`src/rtl/cpu_pkg.sv`:
```
// Shared types and constants for the CPU memory-port arbiter.
package cpu_pkg;

    localparam int unsigned DefaultAw = 32;
    localparam int unsigned DefaultDw = 32;

    // Value delivered to a stage whose access timed out.
    localparam logic [31:0] TimeoutFill = 32'h0;

    typedef enum logic [1:0] {
        StIdle,
        StBusyDm,
        StBusyIf
    } arb_state_e;

endpackage

```
`src/rtl/mem_wait_timer.sv`:
```
// Saturating wait counter for one outstanding memory access; flags the cycle that hits Limit.
module mem_wait_timer #(
    parameter int unsigned Limit = 255
) (
    input  logic clk_i,
    input  logic rst_i,
    input  logic clear_i,
    input  logic inc_i,
    output logic expire_o
);

    localparam int unsigned CntW = $clog2(Limit + 1);
    localparam logic [CntW-1:0] CntMax = CntW'(Limit);

    logic [CntW-1:0] cnt_q, cnt_d;

    always_comb begin
        cnt_d = cnt_q;
        if (clear_i) begin
            cnt_d = '0;
        end else if (inc_i && (cnt_q != CntMax)) begin
            cnt_d = cnt_q + CntW'(1);
        end
    end

    // Asserted on the waiting cycle whose increment brings the count to Limit.
    assign expire_o = inc_i && (cnt_q >= (CntMax - CntW'(1)));

    always_ff @(posedge clk_i) begin
        if (rst_i) begin
            cnt_q <= '0;
        end else begin
            cnt_q <= cnt_d;
        end
    end

endmodule

```
`src/rtl/mem_port_arbiter.sv`:
```
// Shares one req/ack memory port between the IF and MEM stages and stalls the pipeline meanwhile.
module mem_port_arbiter
    import cpu_pkg::*;
#(
    parameter int unsigned AW      = DefaultAw,
    parameter int unsigned DW      = DefaultDw,
    parameter int unsigned TIMEOUT = 255
) (
    input  logic          clk_i,
    input  logic          rst_i,
    input  logic          if_req_i,
    input  logic [AW-1:0] if_addr_i,
    output logic [DW-1:0] if_data_o,
    input  logic          dm_req_i,
    input  logic          dm_we_i,
    input  logic [AW-1:0] dm_addr_i,
    input  logic [DW-1:0] dm_wdata_i,
    output logic [DW-1:0] dm_rdata_o,
    output logic          stall_o,
    output logic          mem_req_o,
    output logic          mem_we_o,
    output logic [AW-1:0] mem_addr_o,
    output logic [DW-1:0] mem_wdata_o,
    input  logic          mem_ack_i,
    input  logic [DW-1:0] mem_rdata_i,
    output logic          err_o
);

    arb_state_e    state_q, state_d;
    logic          if_done_q, if_done_d;
    logic          dm_done_q, dm_done_d;
    logic          mem_req_q, mem_req_d;
    logic          mem_we_q, mem_we_d;
    logic [AW-1:0] mem_addr_q, mem_addr_d;
    logic [DW-1:0] mem_wdata_q, mem_wdata_d;
    logic [DW-1:0] if_data_q, if_data_d;
    logic [DW-1:0] dm_rdata_q, dm_rdata_d;
    logic          err_q, err_d;
    logic          advance, issue, wait_inc, wait_expire;

    assign stall_o  = (if_req_i & ~if_done_q) | (dm_req_i & ~dm_done_q);
    assign advance  = ~stall_o;
    assign wait_inc = (state_q != StIdle) & ~mem_ack_i;

    mem_wait_timer #(
        .Limit (TIMEOUT)
    ) u_wait_timer (
        .clk_i    (clk_i),
        .rst_i    (rst_i),
        .clear_i  (issue),
        .inc_i    (wait_inc),
        .expire_o (wait_expire)
    );

    always_comb begin
        state_d     = state_q;
        if_done_d   = if_done_q;
        dm_done_d   = dm_done_q;
        mem_req_d   = mem_req_q;
        mem_we_d    = mem_we_q;
        mem_addr_d  = mem_addr_q;
        mem_wdata_d = mem_wdata_q;
        if_data_d   = if_data_q;
        dm_rdata_d  = dm_rdata_q;
        err_d       = err_q;
        issue       = 1'b0;
        unique case (state_q)
            StIdle: begin
                // DM first: it belongs to the older instruction.
                if (dm_req_i && !dm_done_q && !advance) begin
                    issue       = 1'b1;
                    state_d     = StBusyDm;
                    mem_req_d   = 1'b1;
                    mem_we_d    = dm_we_i;
                    mem_addr_d  = dm_addr_i;
                    mem_wdata_d = dm_wdata_i;
                end else if (if_req_i && !if_done_q && !advance) begin
                    issue      = 1'b1;
                    state_d    = StBusyIf;
                    mem_req_d  = 1'b1;
                    mem_we_d   = 1'b0;
                    mem_addr_d = if_addr_i;
                end
            end
            StBusyDm: begin
                if (mem_ack_i) begin
                    if (!mem_we_q) begin
                        dm_rdata_d = mem_rdata_i;
                    end
                    dm_done_d = 1'b1;
                    mem_req_d = 1'b0;
                    state_d   = StIdle;
                end else if (wait_expire) begin
                    dm_rdata_d = DW'(TimeoutFill);
                    err_d      = 1'b1;
                    dm_done_d  = 1'b1;
                    mem_req_d  = 1'b0;
                    state_d    = StIdle;
                end
            end
            StBusyIf: begin
                if (mem_ack_i) begin
                    if_data_d = mem_rdata_i;
                    if_done_d = 1'b1;
                    mem_req_d = 1'b0;
                    state_d   = StIdle;
                end else if (wait_expire) begin
                    if_data_d = DW'(TimeoutFill);
                    err_d     = 1'b1;
                    if_done_d = 1'b1;
                    mem_req_d = 1'b0;
                    state_d   = StIdle;
                end
            end
            default: state_d = StIdle;
        endcase
        // A completion that lands on an advance belongs to a step nobody is waiting on any more.
        if (advance) begin
            if_done_d = 1'b0;
            dm_done_d = 1'b0;
        end
    end

    always_ff @(posedge clk_i) begin
        if (rst_i) begin
            state_q     <= StIdle;
            if_done_q   <= 1'b0;
            dm_done_q   <= 1'b0;
            mem_req_q   <= 1'b0;
            mem_we_q    <= 1'b0;
            mem_addr_q  <= '0;
            mem_wdata_q <= '0;
            if_data_q   <= '0;
            dm_rdata_q  <= '0;
            err_q       <= 1'b0;
        end else begin
            state_q     <= state_d;
            if_done_q   <= if_done_d;
            dm_done_q   <= dm_done_d;
            mem_req_q   <= mem_req_d;
            mem_we_q    <= mem_we_d;
            mem_addr_q  <= mem_addr_d;
            mem_wdata_q <= mem_wdata_d;
            if_data_q   <= if_data_d;
            dm_rdata_q  <= dm_rdata_d;
            err_q       <= err_d;
        end
    end

    assign mem_req_o   = mem_req_q;
    assign mem_we_o    = mem_we_q;
    assign mem_addr_o  = mem_addr_q;
    assign mem_wdata_o = mem_wdata_q;
    assign if_data_o   = if_data_q;
    assign dm_rdata_o  = dm_rdata_q;
    assign err_o       = err_q;

endmodule

```
`config.mk`:
```
export PLATFORM = sky130hd
export DESIGN_NAME = mem_port_arbiter
export DESIGN_NICKNAME = d
export VERILOG_FILES = /design/src/rtl/cpu_pkg.sv /design/src/rtl/mem_wait_timer.sv /design/src/rtl/mem_port_arbiter.sv
export SDC_FILE = /design/constraint.sdc
export NUM_CORES = 1
export LEC_CHECK = 0
export ABC_CLOCK_PERIOD_IN_PS = 3600
export CAP_MARGIN = 40
export CORE_MARGIN = 2
export CORE_UTILIZATION = 44
export CTS_CLUSTER_SIZE = 20
export DETAILED_ROUTE_END_ITERATION = 8
export MAX_ROUTING_LAYER = met4
export PLACE_DENSITY = 0.89
export SETUP_SLACK_MARGIN = 0.5
export SLEW_MARGIN = 5
export SYNTH_ARGS = -nofsm -noshare
export SYNTH_HDL_FRONTEND = slang
export SYNTH_SLANG_ARGS = --single-unit
```
`constraint.sdc`:
```
create_clock -name clk_i -period 3.6 [get_ports clk_i]
set_input_delay 0.72 -clock clk_i [delete_from_list [all_inputs] [get_ports clk_i]]
set_output_delay 0.72 -clock clk_i [all_outputs]
set_load 0.02 [all_outputs]
```
## Yosys cells after proc, flatten, opt, wreduce, memory -nomap -nowiden

Cells that the tools add are included.

| storage, ports and cells | value |
|---|---|
| register bits after elaboration | 143 |
| input port bits | 134 |
| output and inout bits | 132 |
| word-level logic and storage cells | 74 |

| cells by class | value |
|---|---|
| add/subtract/negate cells | 1 |
| order comparisons | 1 |
| equal/unequal tests | 6 |
| multiplexer cells | 23 |
| bitwise operators | 8 |
| reductions and logical operators | 24 |

Operators by type and width:

| kind | number |
|---|---|
| 32-bit 2-to-1 mux | 6 |
| 1-bit 2-to-1 mux | 11 |
| 2-bit AND reduction | 5 |
| 3-bit AND reduction | 3 |
| 8-bit by 1-bit adder with 8-bit output, second input constant | 1 |
| 8-bit greater-or-equal comparator, second input constant | 1 |
| 2-bit 2-to-1 mux | 4 |
| 8-bit inequality test, second input constant | 1 |
| 2-bit nonzero test | 4 |
| 1-bit logical AND | 6 |
| 2-bit OR reduction | 3 |
| 1-bit NOT | 4 |
| 2-bit case mux with 2 select lines | 1 |
| 1-bit bitwise AND | 3 |
| 3-bit by 1-bit inequality test with 1-bit output, second input constant | 1 |
| 3-bit inequality test, second input constant | 1 |
| 2-bit by 1-bit == test with 1-bit output, second input constant | 1 |
| 2-bit == test, second input constant | 1 |
| 1-bit logical NOT | 2 |
| 2-bit logical NOT | 1 |
| 2-bit inequality test, second input constant | 1 |
| 1-bit case mux with 2 select lines | 1 |
| 1-bit OR | 1 |

## Logic depth before layout (Yosys ltp)

Gate-level depths: netlist of run 1.

| logic depth | value |
|---|---|
| depth in word-level cells | 8 |
| depth in mapped cells | 8 |
| mapped depth without buffers | 6 |

## By module

Synthesis of run 1 repeated with hierarchy kept, for this count alone.

| second synthesis, totals | value |
|---|---|
| cell total of the unflattened synthesis | 663 |
| area total of the unflattened synthesis | 5621.6 um^2 |

By module, submodules not included:

| module | times used | cells an instance | area an instance (um^2) | sequential area each (um^2) |
|---|---|---|---|---|
| mem_port_arbiter | 1 | 614 | 5180.0 | 2702.6 |
| mem_wait_timer | 1 | 49 | 441.7 | 160.2 |

## Least setup slack after synthesis of run 1

Ideal clock, no wire load.

| timing | value |
|---|---|
| path kind | input to output |
| from | input dm_req_i |
| to | output stall_o |
| arrival time | 1423 ps |
| required time | 2880 ps |
| path slack | 1457 ps |
| stages | 4 |
| buffers on the path | 2 |
| path through | nand2b_1 -> buf_2 -> buf_1 -> nand2_1 |

| on the way | value |
|---|---|
| word-level cells in the longest chain between the ends | 2 |

Ends and longest elaborated chain:

| item | line | source |
|---|---|---|
| start: declaration | mem_port_arbiter.sv:14 | `input logic dm_req_i,` |
| 1-bit bitwise AND | mem_port_arbiter.sv:41 | `assign stall_o = (if_req_i & ~if_done_q) \| (dm_req_i & ~dm_done_q);` |
| 1-bit OR | mem_port_arbiter.sv:41 |  |
| end: declaration | mem_port_arbiter.sv:19 | `output logic stall_o,` |

Every way passes these cells.

## Worst setup path in the final report of run 1

| timing | value |
|---|---|
| from | input if_req_i |
| to | output stall_o |

| on the way | value |
|---|---|
| word-level cells in the longest chain between the ends | 2 |

Ends and longest elaborated chain:

| item | line | source |
|---|---|---|
| start: declaration | mem_port_arbiter.sv:11 | `input logic if_req_i,` |
| 1-bit bitwise AND | mem_port_arbiter.sv:41 |  |
| 1-bit OR | mem_port_arbiter.sv:41 |  |

Every way passes these cells.

==> results_dict.tcl, run 1 <==
set metrics [dict create \
    status "completed" \
    cts.repair.resized 0 \
    dieWidth_um 115 \
    synth-edff-count 0 \
    synth_fa_ha_area_share_pct 1.38 \
    finalSetupViolCount 0 \
    powerDensity_nw_per_um2 546 \
    clkLatencyLatePin_ns 0.41 \
    initial_core_util_pct 45.2 \
    synth_nets 769 \
    synth_top_family_by_area "compound AO/OA/AOI/OAI gates" \
    routed_wl_mm 17.4 \
    slowest_delay_ns 0.64 \
    synth_area_leader_cell "dfxtp_1" \
    drtIter0Drc 437 \
    fin_cells 1054 \
    post-route-period-util_pct 77.6 \
    worst_slew_pin_slew_ns 0.696 \
    cp-start-kind "primary input" \
    rows 40 \
    clockRootBuffer "clkbuf_16" \
    drt_pass1_iterations 6 \
    drive_gt1_share_pct 5.64 \
    cts_buffers 17 \
    multi_input_area_sq_um 2300 \
    end_kind "output pin" \
    rsz0062_at_grt "false" \
    synth_warnings 0 \
    whs_endpoint "mem_wdata_o[29]" \
    antenna_found_initial 0 \
    synthCells 629 \
    max_cap_viol_count 0 \
    hp-start "mem_wdata_o[29]" \
    chipHeight_um 115 \
    vias_per_cell 5.15 \
    holdPathStages 2 \
    regArea_sq_um 2860 \
    cts.sinks 143 \
    cts_tree "done" \
    cp_slowest_cell "clkdlybuf4s50_1" \
    slew_headroom_pct 53.6 \
    hold_viol 0 \
    crit_chain "clkdlybuf4s50_1, nand2b_1, nand2_1, clkdlybuf4s50_1" \
    clkTransAtPathRegs_ns 0.05 \
    synth-seq-area-share_pct 52.5 \
    grt-ovfl-total 0 \
    postSynth.asyncResetShare_pct 0 \
    crit_buf_inv 2 \
    place_hpwl_mm 11.8 \
    yosysTopAreaCellShare_pct 52.5 \
    r2r_start "state_q[0]" \
    area_delta_synth_final_pct 59.8 \
    synthSimpleGateAreaFrac_pct 17.7 \
    max-vdd-ir-drop_mv 0.303 \
    htree_levels 4 \
    placed_area_sq_um 8150 \
    avgSynthCellArea_sq_um 8.66 \
    final_antenna_net_count 0 \
    synth_area_leaders "dfxtp_1 (53%), nand2_1 (12%), a21oi_1 (6.5%)" \
    synth.distinct_cells 41 \
    synthTopCellsByCount "nand2_1 (169), dfxtp_1 (143), a21oi_1 (71)" \
    crit_family "buffers and inverters" \
    port_buffers 265 \
    cpMostUsedCell "clkdlybuf4s50_1" \
    critPathMaxFanout 4 \
    grt_max_degree 65 \
    dp_slack_ns 0.798 \
    grt_pass1_vias 5355 \
    slew_viol_final 0 \
    vias 5424 \
    place.gp.congestion 0.811 \
    holdCritPathClass "register to register" \
    dp_cells 1025 \
    ys_ff_latch 143 \
    cellLeakagePower_nw 3.26 \
    r2r-end "dm_rdata_o[11]" \
    critPathKind "primary input to output pin" \
    grt_pass1_wl_mm 26.8 \
    synth_ff_type "dfxtp_1" \
    synth_area_sq_um 5450 \
    grt_usage_pct 26.7 \
    boundaryPins 266 \
    n_antenna_cell 0 \
    die_area_sq_um 13300 \
    coreArea_sq_um 12100 \
    required_ns 2.88 \
    critical_path_arrival_ns 2.07 \
    rrSetupSlack_ns 1.35 \
    cts_setup_buffers 0 \
    cts_max_path_buffers 2 \
    fillCellCount 911 \
    post-synth-top-count-cell "nand2_1" \
    nets 1016 \
    rr_worst_depth 7 \
    tns_ns 0 \
    final_area_sq_um 8710 \
    skew_ns 0.00735 \
    setup_ws_ns 0.807 \
    synthXorXnorAreaFrac_pct 0.482 \
    ctsHoldBuffers 0 \
    synthMuxAreaShare_pct 0 \
    fmax_mhz 358 \
    synth_compound_area_share_pct 22.3 \
    min_period_ns 2.79 \
    drc 0 \
    wl_per_cell_um 16.5 \
]
layout make-up:
class,count,area share [%]
sequential,143,32.9
timing repair buffer,278,31.6
multi-input combinational,430,26.4
clock buffer,24,5.76
tap,168,2.41
clock inverter,5,0.647
inverter,6,0.259
worst max path at each step:
stage	startpoint	endpoint	slack, ns	cells past startpoint
floorplan	dm_req_i	stall_o	1.46	4
global placement	if_req_i	stall_o	0.82	4
detailed placement	if_req_i	stall_o	0.80	4
CTS	if_req_i	stall_o	0.80	4
global route	if_req_i	stall_o	0.75	4
finish	if_req_i	stall_o	0.81	4
through the flow:
stage,total power [mW],hold slack (ns),util [%]
after floorplan,2.55,0.432,-
after global placement,3.08,0.438,67.4
after global routing,4.97,0.472,72.2
after detailed placement,3.12,0.447,67.6
after CTS,4.79,0.455,72.2
final,4.75,0.452,72.2
state kept, by name (all words and copies together) (netlist names):
signal,count
err_o,1
dm_rdata_o,32
u_wait_timer.cnt_q,8
mem_addr_o,32
mem_req_o,1
if_data_o,32
mem_we_o,1
mem_wdata_o,32
state_q,2
if_done_q,1
dm_done_q,1
cell usage in the layout (no fill, tap or decap), types with 6 or more instances in the layout:
cell | synthesis | layout
a21oi_1 | 71 | 71
o21ai_1 | 28 | 28
ha_1 | 6 | 6
o21ai_0 | 7 | 7
nand2_1 | 169 | 169
dfxtp_1 | 143 | 143
buf_4 | 4 | 13
clkbuf_16 | 0 | 17
a22o_1 | 32 | 32
nor2_1 | 44 | 43
inv_1 | 6 | 6
clkdlybuf4s50_1 | 0 | 264
a311oi_1 | 32 | 32
cell families (layout without fill, tap and decap cells):
family / Yosys count / count (layout)
buffers and inverters: 56 / 313
flip-flops: 143 / 143
AO/OA/AOI/OAI: 185 / 185
XOR/XNOR: 3 / 3
AND/OR/NAND/NOR: 236 / 236
adder cells (fa/ha/maj): 6 / 6
layer usage:
layer / global-route usage [%] / part of all wire (%)
met5: - / 0
met3: 7.96 / 7.8
met2: 45.2 / 50
met1: 29.8 / 40
met4: 10.1 / 2.4
worst reg2reg max path, stage by stage, from the launching register on:
cell and delay (ns):
dfxtp_1 0.39, inv_1 0.08, ha_1 0.30, nand4bb_1 0.25
nor3_2 0.28, o22ai_2 0.30, buf_4 0.33, a22o_1 0.21
power by group:
| part | switching [mW] | internal [mW] | leakage, nW | total, mW |
|---|---|---|---|---|
| registers | 0.0891 | 1.76 | 1.17 | 1.84 |
| clock network | 0.629 | 1.03 | 0.274 | 1.66 |
| logic | 0.673 | 0.578 | 1.82 | 1.25 |
No activity file was read; power rests on OpenSTA's default activity.
==> run 2: changes to the inputs <==
- ABC_CLOCK_PERIOD_IN_PS: 3600 -> 2700
- CORE_UTILIZATION: 44 -> 41
- PLACE_DENSITY: 0.89 -> 0.84
- clock period: 3.6 -> 2.7 ns (I/O delays scaled with it)
==> results_dict.tcl, run 2 (synthesized netlist as in run 1, its figures left out) <==
set metrics [dict create \
    holdCritPathClass "register to register" \
    critPathMaxFanout 32 \
    n_antenna_cell 0 \
    ctsHoldBuffers 0 \
    powerDensity_nw_per_um2 742 \
    finalSetupViolCount 0 \
    grt_usage_pct 24.6 \
    min_period_ns 2.07 \
    routed_wl_mm 17.4 \
    cts_setup_buffers 0 \
    hp-start "mem_wdata_o[7]" \
    max-vdd-ir-drop_mv 0.418 \
    slew_headroom_pct 65.7 \
    vias_per_cell 5.11 \
    holdPathStages 2 \
    clockRootBuffer "clkbuf_16" \
    dp_cells 1034 \
    status "completed" \
    critPathKind "register to register" \
    wl_per_cell_um 16.3 \
    grt_pass1_wl_mm 26.9 \
    initial_core_util_pct 41.7 \
    place_hpwl_mm 12.0 \
    cp-start-kind "register" \
    drc 0 \
    critical_path_arrival_ns 2.37 \
    drive_gt1_share_pct 6.29 \
    final_common_cell "clkdlybuf4s50_1" \
    cellLeakagePower_nw 3.31 \
    cts_max_path_buffers 2 \
    htree_levels 4 \
    worst_slew_pin_slew_ns 0.514 \
    clkTransAtPathRegs_ns 0.06 \
    clkLatencyLatePin_ns 0.42 \
    final_antenna_net_count 0 \
    boundaryPins 266 \
    area_delta_synth_final_pct 61.5 \
    grt_max_degree 65 \
    grt_pass1_vias 5265 \
    vias 5443 \
    cts.sinks 143 \
    coreArea_sq_um 13100 \
    rrSetupSlack_ns 0.63 \
    hold_viol 0 \
    cts_buffers 17 \
    drtIter0Drc 356 \
    rows 42 \
    nets 1017 \
    fmax_mhz 483 \
    skew_ns 0.0104 \
    r2r-end "dm_rdata_o[31]" \
    antenna_found_initial 0 \
    grt-ovfl-total 0 \
    slew_viol_final 0 \
    whs_endpoint "mem_wdata_o[7]" \
    die_area_sq_um 14200 \
    final_cell_mix "clkdlybuf4s50_1 (263), nand2_1 (169), dfxtp_1 (143), a21oi_1 (71), nor2_1 (43)" \
    drt_pass1_iterations 5 \
    max_cap_viol_count 0 \
    fin_cells 1066 \
    end_kind "register" \
    dieWidth_um 119 \
    port_buffers 265 \
    chipHeight_um 119 \
    tns_ns 0 \
    required_ns 3.00 \
    rr_worst_depth 7 \
    cts_tree "done" \
    r2r_start "state_q[0]" \
    place.gp.congestion 0.794 \
    post-route-period-util_pct 76.7 \
    rsz0062_at_grt "false" \
]
[run 2: how the worst max path moves through the flow]
stage,start,to,depth (start not counted)
finish,state_q[0],dm_rdata_o[31],7
global route,state_q[0],dm_rdata_o[0],7
CTS,state_q[0],state_q[1],7
detailed placement,mem_ack_i,if_done_q,6
global placement,mem_ack_i,if_done_q,6
floorplan,dm_req_i,stall_o,4
[run 2: metrics by stage]
| step | area, sq um | setup slack (ns) | utilization (%) | hold slack (ns) | total power, mW |
|---|---|---|---|---|---|
| after floorplan | 5450 | 0.917 | - | 0.432 | 3.39 |
| after global placement | 8190 | 0.255 | 62.6 | 0.442 | 4.15 |
| after detailed placement | 8190 | 0.218 | 62.6 | 0.447 | 4.18 |
| after CTS | 8790 | 0.505 | 67.2 | 0.456 | 6.57 |
| after global routing | 8800 | 0.507 | 67.3 | 0.476 | 6.81 |
| final | 8800 | 0.629 | 67.3 | 0.454 | 6.53 |
[run 2: worst max-delay path: stages, from the launching register on]
cell and delay (ns):
dfxtp_1 0.39, inv_1 0.08, ha_1 0.30, nand4bb_1 0.29, nor3_2 0.29, o22ai_2 0.11
buf_4 0.26, a22o_1 0.23
[run 2: routing by layer]
metal  track usage, %  share of wire (%)  up-vias
met2             39.8                 49      206
met4             10.5                2.8        0
met1             29.2                 42     2530
li1                 -                  -     2673
met5                -                  0        -
met3             6.27                6.9       34
[run 2: area by class of cell]
class / instances / area (sq um)
Inverter: 6 / 22.5
Multi-Input combinational cell: 430 / 2310
Tap cell: 176 / 220
Clock buffer: 19 / 443
Timing Repair Buffer: 279 / 2780
Sequential cell: 143 / 2860
Fill cell: 1032 / 4290
Clock inverter: 13 / 164
[run 2: power by group]
part	internal [mW]	leakage (nW)	switching [mW]	total [mW]
Combinational	0.787	1.85	0.896	1.68
Clock	1.48	0.293	0.906	2.39
Sequential	2.34	1.17	0.118	2.46
Total	4.61	3.31	1.92	6.53
[run 2: timing repair]
item,4_1_cts,5_1_grt
pin swaps,0,1
endpoints found under the setup margin,1,28
gates resized for setup,1,2
